$ cat src/rtl/uart_pkg.sv
// rtl/uart_pkg.sv - shared UART state encodings, parity codes and parity helper
// Purpose: definitions shared by the transmit scheduler and the transmitter.
// Ports: none (package).
package uart_pkg;

  typedef enum logic [1:0] {
    ST_IDLE   = 2'd0,
    ST_SEND   = 2'd1,
    ST_ACTIVE = 2'd2,
    ST_DONE   = 2'd3
  } state_t;

  localparam logic [1:0] PAR_NONE     = 2'b00;
  localparam logic [1:0] PAR_ODD      = 2'b01;
  localparam logic [1:0] PAR_EVEN     = 2'b10;
  localparam logic [1:0] PAR_NONE_ALT = 2'b11;

  // Bit 7 only contributes in 8-bit mode; odd parity is the inverted XOR.
  function automatic logic calc_parity(input logic [7:0] data,
                                       input logic       data_length,
                                       input logic [1:0] parity_type);
    logic w_p;
    w_p = (^data[6:0]) ^ (data_length & data[7]);
    case (parity_type)
      PAR_ODD:                return ~w_p;
      PAR_EVEN:               return w_p;
      PAR_NONE, PAR_NONE_ALT: return 1'b0;
      default:                return 1'b0;
    endcase
  endfunction

endpackage

$ cat src/rtl/rr_arb2.sv
// rtl/rr_arb2.sv - two-requester round-robin arbiter
// Purpose: picks one requester; on contention the one not served last wins.
// Ports: req  - request vector
//        last - index of the requester served most recently
//        win  - one-hot winner, zero when no request
module rr_arb2 (
  input  logic [1:0] req,
  input  logic       last,
  output logic [1:0] win
);

  always_comb begin
    win = 2'b00;
    case (req)
      2'b01:   win = 2'b01;
      2'b10:   win = 2'b10;
      2'b11:   win = last ? 2'b01 : 2'b10;
      default: win = 2'b00;
    endcase
  end

endmodule

$ cat src/rtl/uart_tx_scheduler.sv
// rtl/uart_tx_scheduler.sv - arbitrates two requesters onto one UART transmitter
// Purpose: latches the winning payload and parity, hands it to the transmitter
//          with send, watches tx_active/tx_done and acks the owner.
// Ports: baud_clk/arst_n       - clock, async active-low reset
//        req, data0, data1     - requester handshake and payloads
//        data_length, parity_type - frame format, sampled at latch time
//        tx_active, tx_done    - transmitter status
//        send, data_out, parity_out - transmitter command
//        grant, ack, err, busy - status back to requesters
module uart_tx_scheduler
  import uart_pkg::*;
#(
  parameter int TIMEOUT = 15
) (
  input  logic       baud_clk,
  input  logic       arst_n,
  input  logic [1:0] req,
  input  logic [7:0] data0,
  input  logic [7:0] data1,
  input  logic       data_length,
  input  logic [1:0] parity_type,
  input  logic       tx_active,
  input  logic       tx_done,
  output logic       send,
  output logic [7:0] data_out,
  output logic       parity_out,
  output logic [1:0] grant,
  output logic [1:0] ack,
  output logic       err,
  output logic       busy
);

  localparam int CW = $clog2(TIMEOUT + 1);

  state_t          r_state;
  state_t          w_next;
  logic [CW-1:0]   r_cnt;
  logic [1:0]      r_grant;
  logic [7:0]      r_data;
  logic            r_par;
  logic            r_last;
  logic            r_err;
  logic [1:0]      w_win;
  logic [7:0]      w_sel_data;
  logic            w_timeout;

  rr_arb2 u_arb (
    .req  (req),
    .last (r_last),
    .win  (w_win)
  );

  assign w_sel_data = w_win[1] ? data1 : data0;

  // Counter value TIMEOUT-1 before the edge means this edge is the TIMEOUT-th
  // SEND cycle without tx_active.
  assign w_timeout = (r_state == ST_SEND) && !tx_active &&
                     (r_cnt == CW'(TIMEOUT - 1));

  always_ff @(posedge baud_clk or negedge arst_n) begin
    if (!arst_n) begin
      r_state <= ST_IDLE;
    end else begin
      r_state <= w_next;
    end
  end

  always_comb begin
    w_next = r_state;
    case (r_state)
      ST_IDLE:   if (|req) w_next = ST_SEND;
      ST_SEND: begin
        if (tx_active)      w_next = ST_ACTIVE;
        else if (w_timeout) w_next = ST_IDLE;
      end
      ST_ACTIVE: if (!tx_active && tx_done) w_next = ST_DONE;
      ST_DONE:   w_next = ST_IDLE;
      default:   w_next = ST_IDLE;
    endcase
  end

  always_comb begin
    send = (r_state == ST_SEND);
    busy = (r_state != ST_IDLE);
    ack  = (r_state == ST_DONE) ? r_grant : 2'b00;
  end

  assign grant      = r_grant;
  assign data_out   = r_data;
  assign parity_out = r_par;
  assign err        = r_err;

  // r_last resets to 1 so that requester 0 wins the first contention.
  always_ff @(posedge baud_clk or negedge arst_n) begin
    if (!arst_n) begin
      r_cnt   <= '0;
      r_grant <= 2'b00;
      r_data  <= 8'h00;
      r_par   <= 1'b0;
      r_last  <= 1'b1;
      r_err   <= 1'b0;
    end else begin
      r_err <= w_timeout;
      case (r_state)
        ST_IDLE: begin
          r_cnt <= '0;
          if (|req) begin
            r_grant <= w_win;
            r_data  <= w_sel_data;
            r_par   <= calc_parity(w_sel_data, data_length, parity_type);
          end
        end
        ST_SEND: begin
          if (tx_active) begin
            r_cnt <= '0;
          end else if (w_timeout) begin
            r_cnt   <= '0;
            r_grant <= 2'b00;
          end else begin
            r_cnt <= r_cnt + CW'(1);
          end
        end
        ST_DONE: begin
          r_last  <= r_grant[1];
          r_grant <= 2'b00;
        end
        default: ;
      endcase
    end
  end

endmodule

$ cat config.mk
export PLATFORM = sky130hd
export DESIGN_NAME = uart_tx_scheduler
export DESIGN_NICKNAME = d
export VERILOG_FILES = /design/src/rtl/uart_pkg.sv /design/src/rtl/rr_arb2.sv /design/src/rtl/uart_tx_scheduler.sv
export SDC_FILE = /design/constraint.sdc
export NUM_CORES = 1
export LEC_CHECK = 0
export CAP_MARGIN = 20
export CORE_UTILIZATION = 30
export CTS_CLUSTER_SIZE = 24
export DETAILED_ROUTE_END_ITERATION = 10
export GPL_TIMING_DRIVEN = 0
export MAX_ROUTING_LAYER = met4
export PLACE_DENSITY_LB_ADDON = 0.3
export SLEW_MARGIN = 15
export SYNTH_ARGS = -nofsm -noshare
export SYNTH_HDL_FRONTEND = slang
export SYNTH_HIERARCHICAL = 1
export SYNTH_SLANG_ARGS = --single-unit
export TNS_END_PERCENT = 1
$ cat constraint.sdc
create_clock -name baud_clk -period 4.2 [get_ports baud_clk]
set_input_delay 0.63 -clock baud_clk [delete_from_list [all_inputs] [get_ports baud_clk]]
set_output_delay 0.63 -clock baud_clk [all_outputs]
set_load 0.05 [all_outputs]
==> run metrics, run 1 <==
syn nets=133; vias=between 900 and 1000; Seq cells post-synth=19; CTS tree=done; Gate power share=between 60% and 70%; vias per cell=4.730; wirelength, routed=approximately 2600 um; CTS resizes=0; CTS Root Cell=clkbuf_4; clk_lat worst skew=0.31 ns; Layout Nets=178; Hold Vio Cnt, Final=0; antenna violations before repair=0; top cell type's share of synthesized area=42.50%; CP top delay family=buffers and inverters; die area=3774 um2; port bufs=40; area delta synth->final=45.81%; pin count of the biggest net entering global routing=20; RR Endpoint=parity_out$_DFFE_PN0P_; minimum clock period=2.700 ns; most frequent cells in the layout=clkdlybuf4s50_1 (40), dfrtp_1 (18), nor2_1 (12); Hold WC Path Type=flop to flop; Setup Skew=~0.018 ns; Max VDD drop=~0.32 mV; power share of the clock group=under 10%; Final Max Tran Viols=0; Area contributors post-synth=dfrtp_1 (43%), mux2i_1 (10%), a21oi_1 (4.7%); crit path capture type=output port; CTS Hold Buffers Added=0; Slew headroom=around two fifths; Final TNS setup=0 ns; worst-path cell chain=clkbuf_1, nor2b_1, clkdlybuf4s50_1; setup violators final=0; achievable clock frequency=370.4 MHz; Internal=531.9 uW; Seq pwr share=29.6%; Die X=just over 60 um; hold path startpoint=r_cnt[3]$_DFFE_PN0P_; commonest non-fill, non-tap cell in the layout=clkdlybuf4s50_1; Critical R2R Launch=r_last$_DFFE_PN1P_; placed wire-length estimate=between 1500 and 2000 um; total power draw=around 1000 uW; leakage=around 0.00067 uW; Die H=61.44 um; Worst Tran Pin Value=around 0.9 ns; Mapped Area=~1100 um2; PD cells=about 670 nW/um2; WL/cell=13.25 um; IO Pins=41; initial drt markers=21; Seq/Total Area, Yosys=around 45%; total gr overflow=0; CTS max path bufs=2; YS warnings=6; # DRC=0; Total Routing Usage GR=approximately 15%; Initial Util=about a third; critical setup path kind=flop to output port; crit path max-delay cell type=clkdlybuf4s50_1; Largest stage delay, worst path=roughly 0.87 ns; Worst-path clk slew=0.13 ns; Hold Path Sink=r_cnt[3]$_DFFE_PN0P_; RSZ-0062 raised after global routing=false; CP Data Required Time=between 3 and 4 ns; Min-Delay Path Depth=1; first-pass GRT wire length=approximately 4000 um; crit path DAT=2.07 ns; clock sinks=19; CP Buf/Inv Count=2; core area=3363 um2; Core Rows=21; worst reg2reg path depth=7; H-tree depth=1; n_diodes=0; Post-Syn Area per Cell=approximately 10 um2; vias in the first global route=894; Yosys top cell by area=dfrtp_1; Max FO, Critical Path=10; share of layout cells above drive strength 1=6.667%; Pre-Repair DR Iteration Count=4; max_cap viols=0; worst reg-to-reg setup slack=2.32 ns; status=finished, final reports clean; Post CTS Setup Buffer Count=0; remaining antenna violation count=0; Setup crit start kind=flop; placer congestion estimate=0.7159; Distinct cells, synth=32; Sw Pwr=506.9 uW; Final period util=between 60% and 70%; Net Sw Frac=48.80%; Gate Count Post-Synth=106; cts bufs inserted=3
==> worst max path at each step <==
stage / endpoint / depth (start not counted) / slack, ns / startpoint
5_1_grt: send / 3 / 1.36 / flop
3_5_place_dp: parity_out$_DFFE_PN0P_ / 8 / 1.50 / req[1]
2_1_floorplan: r_cnt[3]$_DFFE_PN0P_ / 6 / 2.17 / flop
6_report: send / 3 / 1.50 / flop
4_1_cts: send / 3 / 1.50 / flop
3_3_place_gp: parity_out$_DFFE_PN0P_ / 8 / 1.51 / req[1]
==> flip-flops by register name, indices dropped and copies added (netlist names), named ones only <==
name and cells:
data_out 8, r_cnt 4, grant 2, err 1
parity_out 1, r_last 1, r_state 1
==> worst reg2reg max path, stage by stage, from the launching register on <==
cell and delay [ns]:
dfstp_2 0.55, a21boi_0 0.07, buf_2 0.16, mux2i_1 0.19, xnor2_1 0.14, xnor3_1 0.44, nand4b_1 0.11, o211ai_1 0.09
==> power groups by stage <==
stage	clock (uW)	sequential [uW]	combinational, uW
detailed placement	0	312	637
floorplan	0	478	259
CTS	102	309	639
finish	99.1	308	632
global placement	0	309	628
global route	109	318	678
==> Yosys cell counts <==
library cell and number:
xnor3_1 1, dfrtp_1 18, xnor2_1 4, nor2b_1 3
clkbuf_1 1, nor2_1 12, inv_1 2, a22o_1 2
a21boi_1 1, o31ai_1 1, a22oi_1 1, o22ai_1 1
a21boi_0 1, nor3b_1 1, nand2_1 5, o21ai_0 6
buf_4 1, nand3_1 2, xor2_1 5, o21bai_1 1
mux2i_1 11, buf_2 3, and3_1 2, o211ai_1 1
nand4b_1 1, nand3b_1 2, nand2b_1 1, a21o_1 2
a21oi_1 10, or2_2 1, dfstp_2 1, ha_1 2
==> layout make-up <==
| class | count | area, um2 |
|---|---|---|
| fillers | 348 | 1818 |
| plain buffers | 5 | 26.28 |
| multi-input cells | 80 | 549.3 |
| repair buffers | 40 | 400.4 |
| clock inverters | 1 | 5.005 |
| well taps | 46 | 57.56 |
| inverters | 2 | 7.507 |
| flip-flops and latches | 19 | 476.7 |
| clock buffers | 3 | 22.52 |
==> stage by stage <==
step | hold slack, ns | instance area, um2 | utilization (%) | worst slack (ns) | cells
final | 0.5035 | 1545 | 45.94 | 1.500 | 196
after global routing | 0.5283 | 1545 | 45.94 | 1.363 | 196
after CTS | 0.5082 | 1545 | 45.94 | 1.497 | 196
after detailed placement | 0.4890 | 1518 | 45.13 | 1.498 | 192
after global placement | 0.4691 | 1518 | 45.13 | 1.512 | 192
after floorplan | 0.3344 | 1060 | - | 2.171 | 106
==> per-layer routing <==
metal	wire length, um	part of all wire (%)	global-route usage, %	up-vias
met5	0	0	-	-
met2	1220	47	23.76	33
li1	-	-	-	463
met3	178	6.9	4.832	2
met1	1190	46	18.65	429
met4	8	0.31	3.492	0
==> cells by family after synthesis <==
kind of cell	Yosys count	share of synthesized area, %
simple gates	30	14.05
compound gates	27	15.47
flops	19	44.98
mux	11	10.39
xor+xnor	10	9.562
buf+inv	7	3.187
fa+ha+maj	2	2.361
Note: power is estimated with default switching activity, not from simulation.
==> run 2, diff against run 1 <==
==> constraint.sdc (replaced) <==
create_clock -name baud_clk -period 2.7 [get_ports baud_clk]
set_input_delay 0.405 -clock baud_clk [delete_from_list [all_inputs] [get_ports baud_clk]]
set_output_delay 0.405 -clock baud_clk [all_outputs]
set_load 0.05 [all_outputs]
==> results of run 2 <==
The final DEF is identical to that of run 1. Status: finished, final reports clean.
Among the figures that moved: setup slack after placement 1.498 ns -> 0.2234 ns; setup slack after layout 1.500 ns -> 0.2250 ns; register-to-register setup slack 2.32 ns -> 0.82 ns; total power 1039 uW -> 1616 uW; worst IR drop on VDD 0.3204 mV -> 0.4984 mV
